<file path="config.mk">
export PLATFORM = sky130hd
export DESIGN_NAME = serial_adder_ctrl
export DESIGN_NICKNAME = d
export VERILOG_FILES = /design/src/rtl/serial_adder_ctrl.sv
export SDC_FILE = /design/constraint.sdc
export NUM_CORES = 1
export LEC_CHECK = 0
export ABC_AREA = 0
export CORE_MARGIN = 2
export CORE_UTILIZATION = 54
export DETAILED_ROUTE_END_ITERATION = 6
export PLACE_DENSITY = 0.86
export SLEW_MARGIN = 20
export SYNTH_ARGS = -nofsm -noshare
export SYNTH_HDL_FRONTEND = slang
export SYNTH_SLANG_ARGS = --single-unit
</file>
<file path="constraint.sdc">
create_clock -name clk -period 2.01 [get_ports clk]
set_clock_uncertainty 0.15 [all_clocks]
set_input_delay 0.5025 -clock clk [delete_from_list [all_inputs] [get_ports clk]]
set_output_delay 0.5025 -clock clk [all_outputs]
set_load 0.02 [all_outputs]
</file>
<file path="src/rtl/serial_adder_ctrl.sv">
// rtl/serial_adder_ctrl.sv - bit-serial adder sequencing one full-adder cell built from two half adders
module halfadder (
    input  logic a,
    input  logic b,
    output logic s,
    output logic c
);
    assign s = a ^ b;
    assign c = a & b;
endmodule

module serial_adder_ctrl #(
    parameter int WIDTH = 8
) (
    input  logic             clk,
    input  logic             rst,
    input  logic             start,
    input  logic [WIDTH-1:0] a,
    input  logic [WIDTH-1:0] b,
    output logic             busy,
    output logic             done,
    output logic [WIDTH-1:0] sum,
    output logic             cout
);
    localparam int CW = $clog2(WIDTH + 1);
    localparam logic [CW-1:0] LAST = CW'(WIDTH - 1);

    typedef enum logic [1:0] {IDLE, RUN, DONE} state_t;

    state_t           state, state_nx;
    logic [WIDTH-1:0] sa, sb, sr, sr_next;
    logic             c;
    logic [CW-1:0]    cnt;
    logic             s1, c1, bit_s, c2, carry;
    logic             accept;

    halfadder u_ha1 (.a(sa[0]), .b(sb[0]), .s(s1),    .c(c1));
    halfadder u_ha2 (.a(s1),    .b(c),     .s(bit_s), .c(c2));
    assign carry = c1 | c2;

    // Shift-then-insert keeps the expression legal for WIDTH=1 as well.
    always_comb begin
        sr_next = sr >> 1;
        sr_next[WIDTH-1] = bit_s;
    end

    assign accept = start && (state == IDLE || state == DONE);
    assign busy   = (state == RUN);
    assign done   = (state == DONE);

    always_ff @(posedge clk) begin
        if (rst) state <= IDLE;
        else     state <= state_nx;
    end

    always_comb begin
        state_nx = state;
        case (state)
            IDLE:    if (start) state_nx = RUN;
            RUN:     if (cnt == LAST) state_nx = DONE;
            DONE:    state_nx = start ? RUN : IDLE;
            default: state_nx = IDLE;
        endcase
    end

    always_ff @(posedge clk) begin
        if (rst) begin
            sa   <= '0;
            sb   <= '0;
            sr   <= '0;
            c    <= 1'b0;
            cnt  <= '0;
            sum  <= '0;
            cout <= 1'b0;
        end else if (accept) begin
            sa  <= a;
            sb  <= b;
            c   <= 1'b0;
            cnt <= '0;
        end else if (state == RUN) begin
            sa  <= sa >> 1;
            sb  <= sb >> 1;
            sr  <= sr_next;
            c   <= carry;
            cnt <= cnt + CW'(1);
            // Result registers only move on the completing edge.
            if (cnt == LAST) begin
                sum  <= sr_next;
                cout <= carry;
            end
        end
    end
endmodule

</file>
==> out/metrics.yaml, run 1 <==
ant_nets: 0
synth_cells: 182
crit_arrival_ns: 1.31
outcome: "finished, violations left"
die-area_mm2: 0.00344
grt_max_degree: 39
path_class: "register to primary output"
worstMarginPinSlew_ns: 0.445
synth_cell_types: 28
seq_area_frac_synth: 0.483
final.setup.tns_ns: 0
tritoncts: "done"
start_util: 0.576
ys_ff_latch: 39
grt_pass1_wl_um: 5410
ys_warn_count: 0
cap_viol_max_count: 0
synth_area_leader_cell: "dfxtp_1"
crit_cells: 1
final_nets: 232
die_w_um: 58.7
r2r_slack_ns: 0.44
portBuffers: 29
clk_latency_ns: 0.36
final.min_clock_period_ns: 1.97
drv_slew: 0
antenna_found_initial: 0
yosys-top-cells-area: "dfxtp_1 (48%), nand2_1 (8.1%), nand2b_1 (7.4%)"
clock_sinks: 39
synth-edff-count: 0
path_clk_slew_ns: 0.12
synth_area_mm2: 0.00162
drt_wl_total_um: 3280
synth_most_common_cell: "dfxtp_1"
crit_chain: "clkdlybuf4s50_1"
period_share: 0.978
rsz0062_at_grt: "no"
n_fill_cell: 213
start_kind: "register"
p_per_area_mw_per_mm2: 734
reg2reg_depth: 4
drcViolationCount: 3
holdWs_ns: 0.321
max_freq_mhz: 509
viasPerCell: 5.54
p_leak_nw: 0.801
first_pass_iters: 6
cp_num_buf_inv: 1
grt_use_total: 0.213
crit_fanout: 2
slew_headroom: 0.703
syn_nets: 203
synth-main-ff-cell: "dfxtp_1"
critical-path-top-delay-family: "buffers and inverters"
cts_max_level: 2
wl_per_cell_um: 13.5
yosys.area.top_type_share: 0.483
hold_path_depth: 2
gp_congestion: 0.753
grt_overflow: 0
setup_viol: 0
hold_buffers: 0
num_rows: 19
timing.critical_path.required_ns: 1.36
io_pins: 30
postCtsSetupBuffers: 0
max_stage_delay_ns: 0.60
synthTopCellsByCount: "dfxtp_1 (39), nand2_1 (35), nand2b_1 (19)"
hold_violations: 0
syn_area_per_cell_um2: 8.88
peakVddDrop_mv: 0.526
power.total_mw: 1.48
clk_path_buf_depth: 2
drt_iter0_markers: 60
antenna_cells: 0
worstSetupEndpointType: "primary output"
grt_pass1_vias: 1258
drive_gt1_frac: 0.0802
die_h_um: 58.7
hold_path_class: "register to register"
place_hpwl_um: 2210
cts_buffers: 5
violations: "DRC"
syn2layout_area_growth_pct: 24.4
critPathSlowestCell: "clkdlybuf4s50_1"
design.core.area_mm2: 0.00281
vias: 1346
synthArstFlopShare: 0
cts_root_buffer: "clkbuf_4"
==> power breakdown <==
| part | internal, mW | switching (mW) |
|---|---|---|
| sequential | 0.807 | 0.0207 |
| clock | 0.204 | 0.263 |
| combinational | 0.0875 | 0.0937 |
==> stage by stage <==
| stage | std cells | setup WS [ns] | utilization | cell area (µm²) |
|---|---|---|---|---|
| after floorplan | 182 | 0.541 | - | 1620 |
| after global placement | 235 | 0.184 | 0.686 | 1920 |
| after detailed placement | 235 | 0.0575 | 0.686 | 1920 |
| after CTS | 243 | 0.0270 | 0.711 | 1990 |
| after global routing | 243 | 0.00378 | 0.716 | 2010 |
| final | 243 | 0.0437 | 0.716 | 2010 |
==> cell type report <==
class / count / area (µm²) / area share
repair buffers: 34 / 353 / 0.176
clock buffers: 7 / 65.1 / 0.0324
inverters: 1 / 3.75 / 0.00187
flip-flops and latches: 39 / 781 / 0.389
well taps: 31 / 38.8 / 0.0193
clock inverters: 1 / 7.51 / 0.00374
multi-input cells: 130 / 761 / 0.379
==> per-layer routing <==
metal / wire length (µm) / GRT usage / vias up / part of all wire
li1: - / - / 673 / -
met1: 1390 / 0.251 / 631 / 0.42
met2: 1650 / 0.358 / 37 / 0.50
met3: 182 / 0.0659 / 5 / 0.055
met4: 51 / 0.0909 / 0 / 0.016
met5: 0 / 0 / - / 0
==> cell usage in the layout, fill, tap and decap left out <==
cell type / count
nor2_4: 1
buf_4: 4
nand2_1: 35
nor2_1: 11
nand3b_1: 2
dfxtp_1: 39
xor2_1: 1
clkinvlp_4: 1
buf_12: 1
clkbuf_8: 2
inv_2: 1
nand3_1: 4
dlygate4sd2_1: 2
o22ai_1: 4
mux2i_1: 10
dlymetal6s2s_1: 6
nand2b_1: 19
clkbuf_4: 5
a22oi_1: 2
nor2b_1: 1
fa_1: 1
and2b_1: 1
clkdlybuf4s50_1: 21
nor3_1: 10
a21oi_1: 14
o21ai_0: 1
or3_1: 1
xnor2_1: 1
ha_1: 1
a311oi_1: 8
nand2b_2: 2
==> kinds of logic after synthesis <==
kind of cell               count (synthesis)  synth area share
xor gates and xnor gates                   2            0.0108
AOI/OAI and AO/OA                         29             0.115
adders and majority gates                  2            0.0201
DFF                                       39             0.483
muxes                                     10            0.0620
and+or+nand+nor                           87             0.263
buffers and inverters                     13            0.0457
==> final timing paths <==
kind,startpoint,to
max reg2reg,state[1],sum[4]
min reg2reg,sr[1],sr[1]
min,sr[1],sr[1]
max,sum[7],sum[7]
==> registers in the layout, summed over array words and instances, names as in the netlist <==
signal	count
c	1
state	2
sum	8
cnt	4
sr	7
sa	8
cout	1
sb	8
==> timing repair <==
item,4_1_cts,5_1_grt
endpoints found under the setup margin,2,6
pin swaps,0,0
resized for setup,2,6
Power figures use the tool's default switching activity.
==> run 2: changes to the inputs <==
Settings changed: ABC_CLOCK_PERIOD_IN_PS set to 2009, SETUP_SLACK_MARGIN set to 0.05.
==> run 2 against run 1 <==
The flow still finishes with violations (DRC). Clock power down 0.9%. Critical path depth up 1. Cell area down 1.2%. Sequential share of layout area up 0.53 points. Power down 0.21%. Global-route usage unchanged. Fmax up 4.8%. Die area unchanged. First-iteration DRC count down 10%. Cell count unchanged. Via count down 0.22%.
==> out/metrics.yaml, run 2 (synthesis results as in run 1) <==
r2r_slack_ns: 0.43
p_leak_nw: 0.730
vias: 1343
antenna_cells: 0
syn2layout_area_growth_pct: 22.9
final.min_clock_period_ns: 1.88
clock_sinks: 39
final_cell_mix: "dfxtp_1 (38), nand2_1 (35), nand2b_1 (19)"
worstSetupEndpointType: "primary output"
grt_use_total: 0.213
die_w_um: 58.7
final_util: 0.708
die-area_mm2: 0.00344
cap_viol_max_count: 0
io_pins: 30
clk_latency_ns: 0.36
grt_overflow: 0
num_rows: 19
drt_iter0_markers: 54
outcome: "finished, violations left"
r2r_start: "state[1]"
gp_congestion: 0.753
n_fill_cell: 214
setup_viol: 0
final_nets: 232
crit_arrival_ns: 1.22
mostFrequentLayoutCell: "dfxtp_1"
cp-startpoint: "state[0]"
wl_per_cell_um: 13.5
holdWs_ns: 0.320
drive_gt1_frac: 0.0849
first_pass_iters: 7
place_hpwl_um: 2210
final.setup.tns_ns: 0
grt_pass1_wl_um: 5410
worstMarginPinSlew_ns: 0.451
cts_max_level: 2
start_kind: "register"
slew_headroom: 0.699
peakVddDrop_mv: 0.534
met1_usage: 0.251
drcViolationCount: 3
rsz0062_at_grt: "no"
tritoncts: "done"
cts_root_buffer: "clkbuf_4"
path_class: "register to primary output"
hold_buffers: 0
reg2reg_depth: 4
drv_slew: 0
portBuffers: 29
top_usage_layer: "met2"
design.core.area_mm2: 0.00281
p_int_mw: 1.10
p_comb_frac: 0.124
start_util: 0.576
violations: "DRC"
timing.critical_path.required_ns: 1.36
grtUsageMet2: 0.358
seqPwrFrac: 0.562
hold_path_class: "register to register"
crit_fanout: 5
ant_nets: 0
crit_end: "done"
path_clk_slew_ns: 0.12
switching_share: 0.254
drt_wl_total_um: 3270
power.switching_mw: 0.374
p_clk_frac: 0.314
largestRegisters: "sa x8, sb x8, sum x8"
clk_path_buf_depth: 2
hold_violations: 0
met3_usage: 0.0659
p_per_area_mw_per_mm2: 742
cts_buffers: 5
antenna_found_initial: 0
period_share: 0.933
r2r_end: "sum[4]"
max_freq_mhz: 533
viasPerCell: 5.53
die_h_um: 58.7
grt_pass1_vias: 1258
grt_max_degree: 39
[run 2: cell count changes in the layout (fill, tap and decap cells not counted), sizes merged]
cell and change:
dlygate4sd2 +8, clkdlybuf4s50 -3, dlymetal6s2s -6, clkdlybuf4s15 +1
[run 2: cell type report]
class | count | area, µm² | share of cell area
Sequential cell | 39 | 782 | 0.394
Multi-Input combinational cell | 130 | 761 | 0.383
Timing Repair Buffer | 34 | 328 | 0.165
Clock buffer | 7 | 65.1 | 0.0328
Tap cell | 31 | 38.8 | 0.0195
Clock inverter | 1 | 7.51 | 0.00378
Inverter | 1 | 3.75 | 0.00189
[run 2: power groups by stage]
stage                     registers (mW)  clock network [mW]  logic [mW]
after global placement             0.842                   0       0.175
after detailed placement           0.845                   0       0.182
after floorplan                    0.839                   0       0.122
after global routing               0.832               0.512       0.200
final                              0.828               0.463       0.182
after CTS                          0.827               0.473       0.181
[run 2: through the flow]
stage | instance area (µm²) | total power [mW] | setup WS, ns | instances
after CTS | 1980 | 1.48 | 0.0768 | 243
after floorplan | 1620 | 0.961 | 0.541 | 182
after detailed placement | 1920 | 1.03 | 0.0575 | 235
final | 1990 | 1.47 | 0.134 | 243
after global routing | 1990 | 1.54 | 0.0710 | 243
after global placement | 1920 | 1.02 | 0.184 | 235
[run 2: worst min-delay path by stage]
| stage | start | end | depth (start not counted) | slack, ns |
|---|---|---|---|---|
| 3_5_place_dp | sr[1] | sr[1] | 2 | 0.31 |
| 2_1_floorplan | sr[1] | sr[1] | 2 | 0.29 |
| 3_3_place_gp | sr[1] | sr[1] | 2 | 0.30 |
| 4_1_cts | sr[1] | sr[1] | 2 | 0.32 |
| 5_1_grt | sr[1] | sr[1] | 2 | 0.34 |
| 6_report | sr[1] | sr[1] | 2 | 0.32 |
[run 2: worst max-delay path: stages, from the launching register on]
cell and delay [ns]:
dfxtp_2 0.38, and2b_1 0.17, dlygate4sd2_1 0.31
[run 2: timing repair]
item                       CTS  global route
setup buffers                0             0
setup endpoints to repair   11             2
gates resized for setup     11             2
[run 2: metal layers]
layer	vias to the layer above	share of wire
met5	-	0
met4	0	0.016
met3	7	0.055
met2	40	0.50
met1	623	0.43
li1	673	-
==> run 3: changes to the inputs <==
Settings changed: CORE_UTILIZATION 54 to 57, CTS_BUF_LIST set to sky130_fd_sc_hd__clkbuf_8, PLACE_DENSITY 0.86 to 0.9.
==> run 3 against run 2 <==
The flow now finishes without violations. Hold slack better by 0.0016 ns. First-iteration DRC count down 17%. Utilization is 3.4 points higher. Setup slack got worse by 0.017 ns. Flip-flop and latch count is the same. Largest cell class unchanged.
==> out/metrics.yaml, run 3 (synthesis results as in run 1) <==
worstMarginPinSlew_ns: 0.443
p_leak_nw: 0.711
place_worst_setup_slack_ns: 0.114
final.setup.tns_ns: 0
cts_buffers: 5
start_kind: "register"
num_rows: 19
path_class: "register to primary output"
drv_slew: 0
die-area_mm2: 0.00328
peakVddDrop_mv: 0.916
io_pins: 30
portBuffers: 29
cp_num_buf_inv: 1
antenna_cells: 0
path_clk_slew_ns: 0.07
hold_path_class: "register to register"
rsz0062_at_grt: "no"
ant_nets: 0
crit_fanout: 2
slew_headroom: 0.705
clk_path_buf_depth: 2
grt_max_degree: 29
vias: 1367
tritoncts: "done"
final_nets: 234
mostFrequentLayoutCell: "dfxtp_1"
setup_ws_ns: 0.117
holdWs_ns: 0.322
cap_viol_max_count: 0
max_stage_delay_ns: 0.60
first_pass_iters: 4
final_area_mm2: 0.00203
crit_arrival_ns: 1.24
grt_overflow: 0
clk_latency_ns: 0.30
cts_max_level: 2
clock_sinks: 39
grt_use_total: 0.227
critPathSlowestCell: "clkdlybuf4s50_1"
crit_chain: "clkdlybuf4s50_1"
drt_iter0_markers: 45
max_freq_mhz: 528
postCtsSetupBuffers: 0
syn2layout_area_growth_pct: 25.5
worstSetupEndpointType: "primary output"
dpl_cell_area_mm2: 0.00193
drt_wl_total_um: 3300
start_util: 0.591
largestRegisters: "sa x8, sb x8, sum x8"
die_w_um: 57.2
drive_gt1_frac: 0.0798
grt_pass1_wl_um: 5580
critical-path-top-delay-family: "buffers and inverters"
power.total_mw: 1.62
fin_cells: 244
dp.cells: 237
antenna_found_initial: 0
gp_congestion: 0.763
wl_per_cell_um: 13.5
grt_pass1_vias: 1309
final.min_clock_period_ns: 1.89
die_h_um: 57.2
final_util: 0.741
design.core.area_mm2: 0.00273
timing.critical_path.required_ns: 1.36
setup_viol: 0
cts_root_buffer: "clkbuf_8"
place_hpwl_um: 2340
outcome: "finished clean"
drcViolationCount: 0
period_share: 0.942
final_cell_mix: "dfxtp_1 (39), nand2_1 (35), clkdlybuf4s50_1 (27)"
hold_violations: 0
viasPerCell: 5.60
p_per_area_mw_per_mm2: 801
==> run 3: cell count changes in the layout (fill, tap and decap cells not counted), moves of 3 or more <==
| cell | change |
|---|---|
| clkdlybuf4s50_1 | +9 |
| buf_4 | +3 |
| clkbuf_4 | -5 |
| dlygate4sd2_1 | -8 |
| clkbuf_8 | +3 |
==> run 3: path summary, 6_finish.rpt <==
check        slack, ns  startpoint  cells after the start      to
min reg2reg       0.32      sum[2]                      2  sum[2]
min               0.32      sum[2]                      2  sum[2]
max reg2reg       0.40      cnt[0]                      4  sum[7]
max               0.12      sum[5]                      1  sum[5]
==> run 3: routing by layer <==
layer | share of wire | GRT usage
met1 | 0.41 | 0.260
met2 | 0.49 | 0.361
met3 | 0.073 | 0.0930
met4 | 0.032 | 0.123
met5 | 0 | 0
==> run 3: report_power, final <==
| group | switching (mW) | internal [mW] | leakage [nW] |
|---|---|---|---|
| clock | 0.256 | 0.358 | 0.0554 |
| sequential | 0.0210 | 0.807 | 0.318 |
| combinational | 0.0943 | 0.0874 | 0.338 |
| total | 0.371 | 1.25 | 0.711 |
==> run 3: tightest hold or removal path, cell delays in order (launching register included) <==
cell and delay, ns:
dfxtp_1 0.31, nand2b_1 0.06, mux2i_1 0.05
==> run 3: what timing repair did <==
action | in CTS | in global routing
endpoints found under the setup margin | 2 | 0
hold buffers | 0 | 0
resized for setup | 2 | 0
endpoints found under the hold margin | 0 | 0
==> run 3: cell type report <==
type | instances | area [µm²]
well taps | 31 | 38.8
inverters | 1 | 3.75
fillers | 207 | 707
flip-flops and latches | 39 | 781
clock buffers | 5 | 68.8
multi-input cells | 130 | 761
repair buffers | 36 | 340
clock inverters | 2 | 33.8
